**config.mk**
```make
export PLATFORM = sky130hd
export DESIGN_NAME = led_bin2seg_conv
export DESIGN_NICKNAME = d
export VERILOG_FILES = /design/src/rtl/led_bin2seg_conv.sv
export SDC_FILE = /design/constraint.sdc
export NUM_CORES = 1
export LEC_CHECK = 0
export CAP_MARGIN = 15
export CORE_AREA = 5 5 191 193
export DETAILED_ROUTE_END_ITERATION = 12
export DIE_AREA = 0 0 196 198
export GPL_ROUTABILITY_DRIVEN = 0
export SETUP_SLACK_MARGIN = 0.4
export SLEW_MARGIN = 15
export SYNTH_ARGS = -nofsm -noshare
export SYNTH_HDL_FRONTEND = slang
export SYNTH_SLANG_ARGS = --single-unit
```
**constraint.sdc**
```tcl
create_clock -name external_clk -period 5.59 [get_ports external_clk]
set_input_delay 1.677 -clock external_clk [delete_from_list [all_inputs] [get_ports external_clk]]
set_output_delay 1.677 -clock external_clk [all_outputs]
set_load 0.005 [all_outputs]
```
**src/rtl/led_bin2seg_conv.sv**
```systemverilog
// led_bin2seg_conv: binary to 7-segment pattern converter feeding led_display_ctrl.
// Accepts a value over valid/ready. Hex digits are taken directly from the
// captured value. Decimal digits come from a sequential double-dabble that
// takes DATA_W cycles. The NUM x 8-bit segment array updates in a single cycle
// after the conversion finishes, so a partial result is never shown.
// Segment codes are active-high: bit0 = a ... bit6 = g, bit7 = dp.
// Optional macro LEAD_ZERO_BLANK_EN blanks the leading zero digits. Digit 0 is
// always shown, and blanking is not applied to overflow.
module led_bin2seg_conv #(
  parameter int NUM    = 8,
  parameter int DATA_W = 27
) (
  input  logic                external_clk,
  input  logic                external_rstn,
  input  logic [DATA_W-1:0]   bin_data,
  input  logic                dec_mode,
  input  logic [NUM-1:0]      dp_mask,
  input  logic                bin_valid,
  output logic                bin_ready,
  output logic [NUM*8-1:0]    led_seg_out,
  output logic                busy,
  output logic                upd_done,
  output logic                ovf
);

  localparam int CNT_W = $clog2(DATA_W);
  localparam logic [CNT_W-1:0] CNT_LAST = CNT_W'(DATA_W - 1);

  typedef enum logic [1:0] {
    IDLE   = 2'd0,
    CONV   = 2'd1,
    ENCODE = 2'd2
  } state_t;

  // 10**n, used to build the decimal overflow limit
  function automatic logic [63:0] pow10(input int n);
    logic [63:0] p;
    p = 64'd1;
    for (int k = 0; k < n; k++) begin
      p = p * 64'd10;
    end
    return p;
  endfunction

  localparam logic [63:0] DEC_LIMIT = pow10(NUM);

  // Hex digit to active-high segments {g,f,e,d,c,b,a}
  function automatic logic [6:0] hex_seg(input logic [3:0] d);
    logic [6:0] s;
    case (d)
      4'h0: s = 7'h3F;
      4'h1: s = 7'h06;
      4'h2: s = 7'h5B;
      4'h3: s = 7'h4F;
      4'h4: s = 7'h66;
      4'h5: s = 7'h6D;
      4'h6: s = 7'h7D;
      4'h7: s = 7'h07;
      4'h8: s = 7'h7F;
      4'h9: s = 7'h6F;
      4'hA: s = 7'h77;
      4'hB: s = 7'h7C;
      4'hC: s = 7'h39;
      4'hD: s = 7'h5E;
      4'hE: s = 7'h79;
      4'hF: s = 7'h71;
      default: s = 7'h00;
    endcase
    return s;
  endfunction

  // One double-dabble step: add 3 to every nibble >= 5, then shift {bcd, data} left
  function automatic logic [4*NUM+DATA_W-1:0] dabble_step(
    input logic [4*NUM-1:0]  bcd,
    input logic [DATA_W-1:0] data
  );
    logic [4*NUM-1:0] adj;
    for (int k = 0; k < NUM; k++) begin
      adj[4*k +: 4] = (bcd[4*k +: 4] >= 4'd5) ? (bcd[4*k +: 4] + 4'd3) : bcd[4*k +: 4];
    end
    return {adj, data} << 1;
  endfunction

  state_t              state_r;
  state_t              state_nx_s;
  logic [DATA_W-1:0]   data_r;
  logic [4*NUM-1:0]    bcd_r;
  logic                dec_r;
  logic [NUM-1:0]      dp_r;
  logic                ovf_pend_r;
  logic [CNT_W-1:0]    cnt_r;

  logic                xfer_s;
  logic [63:0]         bin_ext_s;
  logic                in_ovf_s;
  logic [4*NUM-1:0]    hex_src_s;
  logic [4*NUM-1:0]    digit_src_s;
  logic [NUM*8-1:0]    enc_s;

  assign bin_ready = (state_r == IDLE);
  assign busy      = (state_r != IDLE);
  assign xfer_s    = bin_valid && bin_ready;
  assign bin_ext_s = 64'(bin_data);

  // Overflow check on the incoming value. Decimal compares against 10**NUM;
  // hex tests for any bit at or above 4*NUM.
  always_comb begin
    in_ovf_s = 1'b0;
    if (dec_mode) begin
      in_ovf_s = (bin_ext_s >= DEC_LIMIT);
    end else begin
      in_ovf_s = ((bin_ext_s >> (4*NUM)) != 64'd0);
    end
  end

  // Hex digits come straight from the captured value, zero-padded when narrower
  if (DATA_W >= 4*NUM) begin : g_hex_trunc
    assign hex_src_s = data_r[4*NUM-1:0];
  end else begin : g_hex_pad
    assign hex_src_s = {{(4*NUM-DATA_W){1'b0}}, data_r};
  end

  // State register
  always_ff @(posedge external_clk or negedge external_rstn) begin
    if (!external_rstn) begin
      state_r <= IDLE;
    end else begin
      state_r <= state_nx_s;
    end
  end

  // Next-state logic
  always_comb begin
    state_nx_s = state_r;
    case (state_r)
      IDLE: begin
        if (xfer_s) begin
          if (in_ovf_s) begin
            state_nx_s = ENCODE;
          end else if (dec_mode) begin
            state_nx_s = CONV;
          end else begin
            state_nx_s = ENCODE;
          end
        end else begin
          state_nx_s = IDLE;
        end
      end
      CONV: begin
        if (cnt_r == CNT_LAST) begin
          state_nx_s = ENCODE;
        end else begin
          state_nx_s = CONV;
        end
      end
      ENCODE:  state_nx_s = IDLE;
      default: state_nx_s = IDLE;
    endcase
  end

  // Capture on transfer, then run one double-dabble step per CONV cycle
  always_ff @(posedge external_clk or negedge external_rstn) begin
    if (!external_rstn) begin
      data_r     <= '0;
      bcd_r      <= '0;
      dec_r      <= 1'b0;
      dp_r       <= '0;
      ovf_pend_r <= 1'b0;
      cnt_r      <= '0;
    end else begin
      case (state_r)
        IDLE: begin
          if (xfer_s) begin
            data_r     <= bin_data;
            dec_r      <= dec_mode;
            dp_r       <= dp_mask;
            ovf_pend_r <= in_ovf_s;
            bcd_r      <= '0;
            cnt_r      <= '0;
          end
        end
        CONV: begin
          {bcd_r, data_r} <= dabble_step(bcd_r, data_r);
          cnt_r           <= cnt_r + 1'b1;
        end
        default: begin
        end
      endcase
    end
  end

  // Segment encoding of all digits, with dp, overflow dashes and optional blanking
  always_comb begin
    enc_s       = '0;
    digit_src_s = dec_r ? bcd_r : hex_src_s;
`ifdef LEAD_ZERO_BLANK_EN
    begin : blk_blank
      logic seen;
      seen = 1'b0;
      for (int i = NUM-1; i >= 0; i--) begin
        if (digit_src_s[4*i +: 4] != 4'd0) begin
          seen = 1'b1;
        end else begin
          seen = seen;
        end
        if (ovf_pend_r) begin
          enc_s[8*i +: 8] = 8'h40;
        end else if (!seen && (i != 0)) begin
          enc_s[8*i +: 8] = {dp_r[i], 7'h00};
        end else begin
          enc_s[8*i +: 8] = {dp_r[i], hex_seg(digit_src_s[4*i +: 4])};
        end
      end
    end
`else
    for (int i = 0; i < NUM; i++) begin
      if (ovf_pend_r) begin
        enc_s[8*i +: 8] = 8'h40;
      end else begin
        enc_s[8*i +: 8] = {dp_r[i], hex_seg(digit_src_s[4*i +: 4])};
      end
    end
`endif
  end

  // Output array, ovf flag and update pulse change only in the ENCODE cycle
  always_ff @(posedge external_clk or negedge external_rstn) begin
    if (!external_rstn) begin
      led_seg_out <= '0;
      upd_done    <= 1'b0;
      ovf         <= 1'b0;
    end else if (state_r == ENCODE) begin
      led_seg_out <= enc_s;
      upd_done    <= 1'b1;
      ovf         <= ovf_pend_r;
    end else begin
      upd_done    <= 1'b0;
    end
  end

endmodule

```
# == Word-level counts from Yosys, hierarchy flattened ==
# Memories as Yosys holds them, arrays and structs flattened.
# Index checks and enable logic that the tools add are counted.
# word_totals
in_bits,39
mem_bits_ro,896
latch_bits,0
register_bits,142
out_inout_bits,68
mem_count,8
mem_bits_rw,0
wordCells,76
# op_classes
n_lt_le_gt_ge,9
div_mod_pow,0
add_sub_neg,9
n_mul,0
shift,0
n_mux,30
n_reduce_logical,6
n_eq_ne,4
bitwise_logic,0
# mem_list
name,depth,word_bits,read_ports,rd_clocked_by_memory_dff,write_ports,line_no,text
(no name shown),16,7,1,0,0,50,case (d)
(no name shown),16,7,1,0,0,50,
(no name shown),16,7,1,0,0,50,
(no name shown),16,7,1,0,0,50,
(no name shown),16,7,1,0,0,50,
(no name shown),16,7,1,0,0,50,
+2 memories,--,--,--,--,--,--,
# op_table
operator,count
32-bit two-way mux,2
8-bit two-way mux,8
32-bit one-hot mux with 2 select lines,1
27-bit one-hot mux with 2 select lines,1
4-bit by 3-bit greater-or-equal comparator with 1-bit output (second input constant),8
4-bit by 2-bit adder with 4-bit output (second input constant),7
4-bit two-way mux,7
27-bit greater-or-equal comparator (second input constant),1
27-bit two-way mux,1
5-bit one-hot mux with 2 select lines,1
2-bit two-way mux,4
5-bit by 1-bit adder with 5-bit output (second input constant),1
5-bit equality test (second input constant),1
5-bit two-way mux,1
2-bit one-hot mux with 2 select lines,1
2-bit AND reduction,2
2-bit nonzero test,2
3-bit by 2-bit adder with 3-bit output (second input constant),1
3-bit two-way mux,1
2-bit by 1-bit equality test with 1-bit output (second input constant),1
2-bit equality test (second input constant),1
2-bit logical NOT,1
1-bit two-way mux,2
2-bit by 1-bit inequality test with 1-bit output (second input constant),1
1-bit logical AND,1

# == Logic depth before layout (Yosys ltp) ==
# depth
word_depth,5
mapped_depth,11
mapped_depth_nobuf,7

# == Worst setup path after synthesis ==
# Ideal clock, no wire load.
# synth_timing
path_kind,input port to flip-flop
from,input bin_valid
to,register bcd_r[23]
setup_slack_ps,2858
required_ps,5468
path_buffers,2
arrival_time_ps,2610
path_stages,5
setup_ps,122
path_cell_list,o21ba_2 > clkbuf_1 > clkbuf_1 > o31ai_1 > a32o_1
# synth_between
elab_chain_cells,3
# synth_lines
item,line_no,text
"start, declared",18,"input logic bin_valid,"
1-bit logical AND,102,assign xfer_s = bin_valid && bin_ready;
2-bit by 1-bit inequality test with 1-bit output (no line),--,
2-bit AND reduction (no line),--,
"end signal, assigned",183,"{bcd_r, data_r} <= dabble_step(bcd_r, data_r);"
"end, declared",87,logic [4*NUM-1:0] bcd_r;
# Every way passes these cells.
# A chain may end at the register's enable or synchronous reset.

# == Worst setup path after layout ==
# layout_timing
from,register state_r[1]
to,output bin_ready
# layout_between
elab_chain_cells,1
# layout_lines
item,line_no,text
"start, declared",84,state_t state_r;
"start signal, assigned",128,state_r <= state_nx_s;
2-bit logical NOT,100,assign bin_ready = (state_r == IDLE);
"end, declared",19,"output logic bin_ready,"
# Every way passes these cells.

==> results_dict.tcl <==
set metrics [dict create \
    dp_hpwl_um 16220 \
    hold_start "led_seg_out[63]" \
    rsz0062_at_grt "false" \
    grt-ovfl-total 0 \
    numCtsBuffers 17 \
    rows 68 \
    num_vias 6744 \
    ys_types 59 \
    grt_max_degree 94 \
    relSlewSlack_pct 23.29 \
    syn_to_final_growth_pct 23.34 \
    viasPerCell 4.706 \
    die_x_um 196 \
    synthArstFlopShare_pct 100.0 \
    finalClockSkew_ns 0.01007 \
    synth_warnings 0 \
    setup_viol 0 \
    cts_tree "done" \
    stdcell_count 1433 \
    tightest_slew_ns 1.119 \
    antenna_cells 0 \
    min_path_type "register to register" \
    grt_util_all_layers_pct 11.88 \
    rr_startpoint "dec_r" \
    drtPass1Iterations 5 \
    synth.avg_cell_area_sq_um 9.618 \
    seq_area_frac_synth_pct 41.56 \
    wl_per_cell_um 15.96 \
    ys.flop_type "dfrtp_1" \
    reg2reg_slack_ns 2.55 \
    layout_commonest_cell "dfrtp_1" \
    antenna_found_initial 5 \
    postCtsSetupRepairBufs 0 \
    num_io_pins 107 \
    nets 1071 \
    syn-cell-area_sq_mm 0.008551 \
    maxSlewViolCount 0 \
    drive_gt1_share_pct 7.566 \
    final_cell_mix "141 x dfrtp_1, 105 x clkdlybuf4s50_1, 104 x nand2_1" \
    tns_ns 0 \
    synth-edff-count 0 \
    clock_path_buffers 2 \
    clk_latency_ns 0.43 \
    rr_worst_depth 5 \
    initialDrtViolationCount 343 \
    drc 0 \
    vdd_drop_max_v 0.0002416 \
    die-area_sq_mm 0.03881 \
    crit_arrival_ns 1.76 \
    coreArea_sq_mm 0.03437 \
    period_share_pct 61.49 \
    syn_nets 994 \
    cts_resized 0 \
    rr_endpoint "led_seg_out[22]" \
    cts_hold_buffers 0 \
    cp.required_ns 3.91 \
    cts_sinks 142 \
    crit_end "bin_ready" \
    cp-end-kind "output port" \
    start_kind "register" \
    power_leakage_nw 4.583 \
    synthesis.instances 889 \
    nFillCells 3586 \
    status "complete, no violations" \
    htreeDepth 4 \
    grt_pass1_wl_um 37090 \
    die_y_um 198 \
    timing.max_cap.violations 0 \
    place_inst 1402 \
    hold_viol 0 \
    grt_pass1_vias 6721 \
    post-route-min-period_ns 3.437 \
    cts_root_buf "clkbuf_16" \
    clk_pin_slew_ns 0.06 \
    start_util_pct 24.88 \
    cp_max_fo 5 \
    startpoint "state_r[1]" \
    final_antenna_net_count 0 \
    ys_ff_latch 142 \
    max_freq_mhz 290.9 \
    portBuffers 106 \
    p_per_area_mw_per_mm2 583.2 \
    routed_wl_um 22870 \
    path_class "register to output port" \
]
-- power breakdown --
part | total (W) | switching, W | internal [W]
combinational | 0.00322 | 0.00172 | 0.00150
sequential | 0.00183 | 0.000387 | 0.00145
clock | 0.00110 | 0.000454 | 0.000645
-- metrics by stage --
stage	cell area (sq um)	utilization (%)	setup WS (ns)	total power (W)	hold WS (ns)
6_report	10550	30.68	2.153	0.006151	0.4670
5_1_grt	10550	30.68	2.009	0.006678	0.4824
4_1_cts	10540	30.67	2.179	0.006225	0.4710
3_5_place_dp	9980	29.03	2.098	0.005098	0.4561
3_3_place_gp	9980	29.03	2.093	0.005019	0.4515
2_1_floorplan	8551	-	2.858	0.004005	0.4458
-- per-layer routing --
layer / track usage [%] / routed length [um] / up-vias
li1: - / - / 3318
met1: 16.08 / 11000 / 3265
met2: 18.77 / 10310 / 121
met3: 2.978 / 1146 / 30
met4: 3.724 / 351 / 10
met5: 0 / 61 / -
-- worst min-delay path by stage --
stage | slack, ns | to | depth (start not counted)
6_report | 0.47 | led_seg_out[63] | 2
5_1_grt | 0.48 | led_seg_out[63] | 2
4_1_cts | 0.47 | led_seg_out[63] | 2
3_5_place_dp | 0.46 | led_seg_out[63] | 2
3_3_place_gp | 0.45 | led_seg_out[47] | 2
2_1_floorplan | 0.45 | dp_r[0] | 2
-- critical path, cell delays in order (launching register included) --
cell	delay, ns
dfrtp_1	0.43
nor2_1	0.33
clkdlybuf4s50_1	0.58
-- synth_stat cells, types with 4 or more instances --
cell	count	share of area, %
a211o_1	4	0.41
a21o_1	10	0.88
a21oi_1	22	1.3
a221oi_1	7	0.72
a22oi_1	6	0.53
a32o_1	18	2.1
and2_1	7	0.51
buf_1	4	0.18
buf_2	12	0.70
clkbuf_1	33	1.4
dfrtp_1	142	42
ha_1	66	9.7
inv_1	48	2.1
mux2_2	16	2.1
mux2i_1	50	5.9
mux2i_2	5	0.80
nand2_1	105	4.6
nand2b_1	12	0.88
nand3_1	25	1.5
nand3b_1	12	1.1
nor2_1	77	3.4
nor2b_1	8	0.59
nor3_1	9	0.53
o21ai_0	59	3.5
o21ai_1	7	0.41
o22a_1	5	0.51
o22ai_1	30	2.2
o31ai_1	16	1.4
o32ai_1	8	0.82
xnor2_1	9	0.92
xor2_1	7	0.72
-- area by class of cell --
class	count	area (sq um)	area share, %
well taps	455	569.3	5.398
clock inverters	9	87.58	0.8305
multi-input cells	642	4542	43.07
clock buffers	22	474.2	4.496
repair buffers	114	1135	10.76
flip-flops and latches	142	3555	33.70
inverters	49	183.9	1.744
-- cell families (layout without fill, tap and decap cells) --
kind of cell | after synthesis | in the layout | synth area share [%]
simple gates | 262 | 262 | 13.58
xor+xnor | 16 | 16 | 1.639
buf+inv | 105 | 194 | 5.473
compound gates | 220 | 220 | 17.57
flops | 142 | 142 | 41.56
mux | 78 | 78 | 10.52
fa+ha+maj | 66 | 66 | 9.658
-- flip-flops by register name, indices dropped and copies added, names as in the netlist --
register and cells:
ovf 1, dec_r 1, upd_done 1, dp_r 8
led_seg_out 64, state_r 2, bcd_r 32, ovf_pend_r 1
cnt_r 5, data_r 27
Power figures use the tool's default switching activity.
